`config.mk`:
```
export PLATFORM = sky130hd
export DESIGN_NAME = cond_exec_stage
export DESIGN_NICKNAME = d
export VERILOG_FILES = /design/src/rtl/cond_exec_stage.sv
export SDC_FILE = /design/constraint.sdc
export NUM_CORES = 1
export LEC_CHECK = 0
export CAP_MARGIN = 5
export CORE_ASPECT_RATIO = 1.2
export CORE_MARGIN = 5
export CORE_UTILIZATION = 25
export CTS_BUF_LIST = sky130_fd_sc_hd__clkbuf_8
export DETAILED_ROUTE_END_ITERATION = 8
export PLACE_DENSITY_LB_ADDON = 0.1
export SYNTH_ARGS = -nofsm -noshare
export SYNTH_HDL_FRONTEND = slang
export SYNTH_SLANG_ARGS = --single-unit
```
`constraint.sdc`:
```
create_clock -name clk -period 4.05 [get_ports clk]
set_input_delay 0.405 -clock clk [delete_from_list [all_inputs] [get_ports clk]]
set_output_delay 0.405 -clock clk [all_outputs]
set_load 0.02 [all_outputs]
```
`src/rtl/cond_exec_stage.sv`:
```
// cond_exec_stage: execute-stage condition unit of the 5-stage ARM pipeline.
// Holds the architectural NZCV flags and tests each instruction's condition
// field against them. Side effects (PCSrc, RegWrite, MemWrite, flag update)
// are gated by that test. The gated controls are registered into the E->M
// pipeline register. Valid instructions that fail their condition are counted
// in a saturating squash counter.
//
// Ports:
//   clk, reset             pipeline clock; synchronous active-high reset
//   StallE, FlushM         hold the E stage / load a bubble into M
//   ValidE, CondE          E instruction valid flag and condition field
//   FlagWriteE             [1] writes N,Z; [0] writes C,V
//   ALUFlags               {N,Z,C,V} produced by the ALU this cycle
//   PCSrcE/RegWriteE/MemWriteE  ungated decode controls
//   CondExE                combinational condition-pass for the E instruction
//   Flags                  architectural NZCV register
//   ValidM/PCSrcM/RegWriteM/MemWriteM  registered, gated M-stage controls
//   SquashCount            saturating count of condition-failed instructions
module cond_exec_stage #(
  parameter int unsigned CNT_W = 16
) (
  input  logic             clk,
  input  logic             reset,
  input  logic             StallE,
  input  logic             FlushM,
  input  logic             ValidE,
  input  logic [3:0]       CondE,
  input  logic [1:0]       FlagWriteE,
  input  logic [3:0]       ALUFlags,
  input  logic             PCSrcE,
  input  logic             RegWriteE,
  input  logic             MemWriteE,
  output logic             CondExE,
  output logic [3:0]       Flags,
  output logic             ValidM,
  output logic             PCSrcM,
  output logic             RegWriteM,
  output logic             MemWriteM,
  output logic [CNT_W-1:0] SquashCount
);

  localparam logic [CNT_W-1:0] CNT_MAX = '1;

  logic flag_n;
  logic flag_z;
  logic flag_c;
  logic flag_v;
  logic go;

  assign {flag_n, flag_z, flag_c, flag_v} = Flags;

  // Condition decode against the registered flags only (no ALU bypass).
  always_comb begin
    CondExE = 1'b1;
    case (CondE)
      4'b0000: CondExE = flag_z;
      4'b0001: CondExE = ~flag_z;
      4'b0010: CondExE = flag_c;
      4'b0011: CondExE = ~flag_c;
      4'b0100: CondExE = flag_n;
      4'b0101: CondExE = ~flag_n;
      4'b0110: CondExE = flag_v;
      4'b0111: CondExE = ~flag_v;
      4'b1000: CondExE = flag_c & ~flag_z;
      4'b1001: CondExE = ~flag_c | flag_z;
      4'b1010: CondExE = (flag_n == flag_v);
      4'b1011: CondExE = (flag_n != flag_v);
      4'b1100: CondExE = ~flag_z & (flag_n == flag_v);
      4'b1101: CondExE = flag_z | (flag_n != flag_v);
      default: CondExE = 1'b1;
    endcase
  end

  assign go = ValidE & CondExE;

  // Architectural flags: N,Z and C,V halves written independently.
  always_ff @(posedge clk) begin
    if (reset) begin
      Flags <= 4'b0000;
    end else if (!StallE && go) begin
      if (FlagWriteE[1]) Flags[3:2] <= ALUFlags[3:2];
      if (FlagWriteE[0]) Flags[1:0] <= ALUFlags[1:0];
    end
  end

  // Squash counter saturates at all-ones instead of wrapping.
  always_ff @(posedge clk) begin
    if (reset) begin
      SquashCount <= '0;
    end else if (!StallE && ValidE && !CondExE && (SquashCount != CNT_MAX)) begin
      SquashCount <= SquashCount + CNT_W'(1);
    end
  end

  // E->M register; flush takes priority over stall.
  always_ff @(posedge clk) begin
    if (reset || FlushM) begin
      ValidM    <= 1'b0;
      PCSrcM    <= 1'b0;
      RegWriteM <= 1'b0;
      MemWriteM <= 1'b0;
    end else if (!StallE) begin
      ValidM    <= ValidE;
      PCSrcM    <= PCSrcE & go;
      RegWriteM <= RegWriteE & go;
      MemWriteM <= MemWriteE & go;
    end
  end

endmodule

```
==> run_results.csv <==
group,metric,value,unit
sta,setup_tns,0,ps
floorplan,die_w,80.3,um
synth,synth_edf_count,0,
sta,min_period_over_period,0.802,
layout,finalNetCount,234,
sta,period_needed,3250,ps
worst_hold_path,hold_class,"register to register",
worst_setup_path,path_max_fanout,10,
sta,worst_pin_slew,781,ps
job,drv_cap,0,
worst_setup_path,critPathArrivalTime,2840,ps
layout,diodes,0,
synth,yosys_warnings,0,
pwr,p_leak,0.713,nW
floorplan,initial_utilization,0.260,
floorplan,die_area,7580,sq um
worst_setup_path,critPathLaunchType,"input pin",
floorplan,pin_count,43,
grt,antenna_found_initial,0,
drt,antenna_left,0,
synth,synth_largest_area_cell,"dfxtp_1",
synth,yosysSeqAreaShare,0.324,
place,place_inst,290,
synth,synth.top_cell.area_share,0.324,
floorplan,num_rows,30,
place,dpl_cell_area,1960,sq um
synth,synth_top_flop_cell,"dfxtp_1",
worst_setup_path,crit_top_cell,"clkdlybuf4s50_1",
run_status,outcome,"finished clean",
pwr,powerDensity,262,nW/um^2
drt,vias,1377,
pwr,switching_share,0.237,
synth,ys_types,46,
worst_setup_path,critPathBufInv,3,
sta,slew_headroom,0.477,
cts,path_clk_slew,90,ps
drt,wl,4050,um
pwr,p_switching,0.126,mW
pwr,power,0.533,mW
pwr,comb_power_share,0.144,
grt,grt_pass1_vias,1345,
worst_setup_path,reg2reg_from,"Flags[3]$_SDFFE_PP0P_",
synth,postSynthAreaPerCell,8.52,sq um
cts,clockBufferDepth,2,
cts,cts_resized,0,
cts,cts_tree,"done",
worst_setup_path,startpoint,"CondE[3]",
worst_setup_path,cp.required,3640,ps
layout,final_layout_size_suffix_gt1_frac,0.0701,
place,hpwl,3040,um
worst_setup_path,critPathTopFamily,"buffers and inverters",
worst_setup_path,crit_slowest_cell,"clkdlybuf4s50_1",
drt,drt_iter0_markers,21,
layout,area_growth,37.2,%
layout,final_cell_count_no_fill,294,
sta,hold_viol,0,
pwr,power_frac_clock,0.403,
synth,synth.most_common_cell,"dfxtp_1",
sta,clock_skew,6.24,ps
synth,netlist_area,1480,sq um
cts,cts_buffers,3,
worst_hold_path,holdPathStages,2,
grt,grt_first_pass_wirelength,6650,um
cts,clock-root-buffer,"clkbuf_8",
cts,cts_setup_buffers,0,
worst_setup_path,end_kind,"output port",
synth,ys_ff_latch,24,
worst_setup_path,path_cells,"clkdlybuf4s50_1 > and2_4 > and3_2 > o311ai_4 > nand3_2 > nor2_1 > inv_1 > clkdlybuf4s50_1",
grt,grt_use_total,0.111,
pwr,max-vdd-ir-drop,0.000105,V
worst_setup_path,reg2regPathDepth,6,
worst_setup_path,cpPeakStageDelay,580,ps
cts,hold_buffers,0,
drt,drc,0,
pwr,intPower,0.407,mW
sta,slew_violations,0,
place,routabilityCongestion,0.730,
grt,grt_max_degree,24,
sta,max_freq,308,MHz
grt,grt-ovfl-total,0,
worst_setup_path,cp.depth,8,
synth,yosys-top-cells-count,"dfxtp_1 (24), nor2_1 (15), nand3_1 (11)",
pwr,seqPwrFrac,0.453,
floorplan,core,5710,sq um
worst_setup_path,critical_path_class,"input pin to output port",
floorplan,die_h,94.4,um
worst_hold_path,min_from,"MemWriteM$_SDFFE_PP0N_",
layout,final_design_area_no_fill,2030,sq um
synth,synthesis.nets,193,
drt,via_per_inst,4.68,
drt,wl_per_cell,13.8,um
synth,synthCells,174,
synth,synthArstFlopShare,0,
cts,clk_latency,270,ps
cts,cts.htree.levels,1,
sta,grt_setup_unrepaired,"no",
place,numPortBuffers,42,
layout,fillers,612,
sta,finalSetupViolCount,0,
cts,cts_num_sinks,24,
drt,dr.pass1.iters,4,
synth,synthTopCellsByArea,"dfxtp_1 (32%), mux2_1 (7.6%), nand2b_1 (4.2%), nor2b_1 (4.2%), nor2_1 (3.8%)",
## power by group through the flow
| stage | registers [mW] | logic, mW | clock network, mW |
|---|---|---|---|
| after floorplan | 0.249 | 0.0414 | 0 |
| after global placement | 0.247 | 0.0778 | 0 |
| final | 0.241 | 0.0768 | 0.215 |
| after detailed placement | 0.247 | 0.0776 | 0 |
| after CTS | 0.242 | 0.0782 | 0.223 |
| after global routing | 0.242 | 0.0849 | 0.231 |
## cells in the final DEF (no fill, tap or decap), types with 5 or more instances in the layout
cell             synthesis  final
mux2_1                  10     10
clkdlybuf4s50_1          0     42
mux2i_1                  5      5
dfxtp_1                 24     24
inv_1                    6      6
nor4_1                   5      5
nand4_1                  5      5
nor2b_1                 10     10
nand2_1                  6      6
or3_1                    6      6
a21oi_1                  7      7
nor2_1                  15     15
nor3_1                   8      8
nand2b_1                10     10
nand3_1                 11     11
o21ai_0                  8      8
## final cells by class
class	instances	area (sq um)	area share
flip-flops and latches	24	480	0.236
repair buffers	43	428	0.210
multi-input cells	136	928	0.456
inverters	7	26.3	0.0129
clock buffers	3	41.3	0.0203
clock inverters	1	30.0	0.0148
well taps	80	100	0.0492
## flip-flops by register name (all words and copies together) (netlist names)
signal,cells
Flags,4
ValidM,1
PCSrcM,1
RegWriteM,1
MemWriteM,1
SquashCount,16
## stage by stage
stage	setup slack (ps)	utilization	hold WS (ps)
after global routing	576	0.357	535
after detailed placement	793	0.344	470
final	801	0.357	481
after floorplan	1920	-	484
after global placement	809	0.344	480
after CTS	771	0.357	487
## cells by family (layout without fill, tap and decap cells)
kind of cell / count (synthesis) / in the layout / share of synthesized area
AOI/OAI and AO/OA: 26 / 26 / 0.130
xor gates and xnor gates: 3 / 3 / 0.0177
adders and majority gates: 1 / 1 / 0.00844
buffers and inverters: 14 / 54 / 0.0498
DFF: 24 / 24 / 0.324
muxes: 15 / 15 / 0.110
and+or+nand+nor: 91 / 91 / 0.360
## per-layer routing
layer,vias up,global-route usage,share of wire
met5,-,0,0
met2,29,0.196,0.49
met4,0,0.0423,0.015
met1,632,0.134,0.45
met3,5,0.0181,0.042
li1,711,-,-
## path summary, 6_finish.rpt
path	endpoint	slack, ps
worst max-delay path	CondExE	800
worst min-delay path	MemWriteM$_SDFFE_PP0N_	480
worst max register to register	SquashCount[8]$_SDFFE_PP0P_	1700
worst min register to register	MemWriteM$_SDFFE_PP0N_	480
## tightest hold or removal path, stage by stage, from the launching register on
cell,delay (ps)
dfxtp_1,320
nand3_1,60
o21ai_0,60
Power figures use the tool's default switching activity.
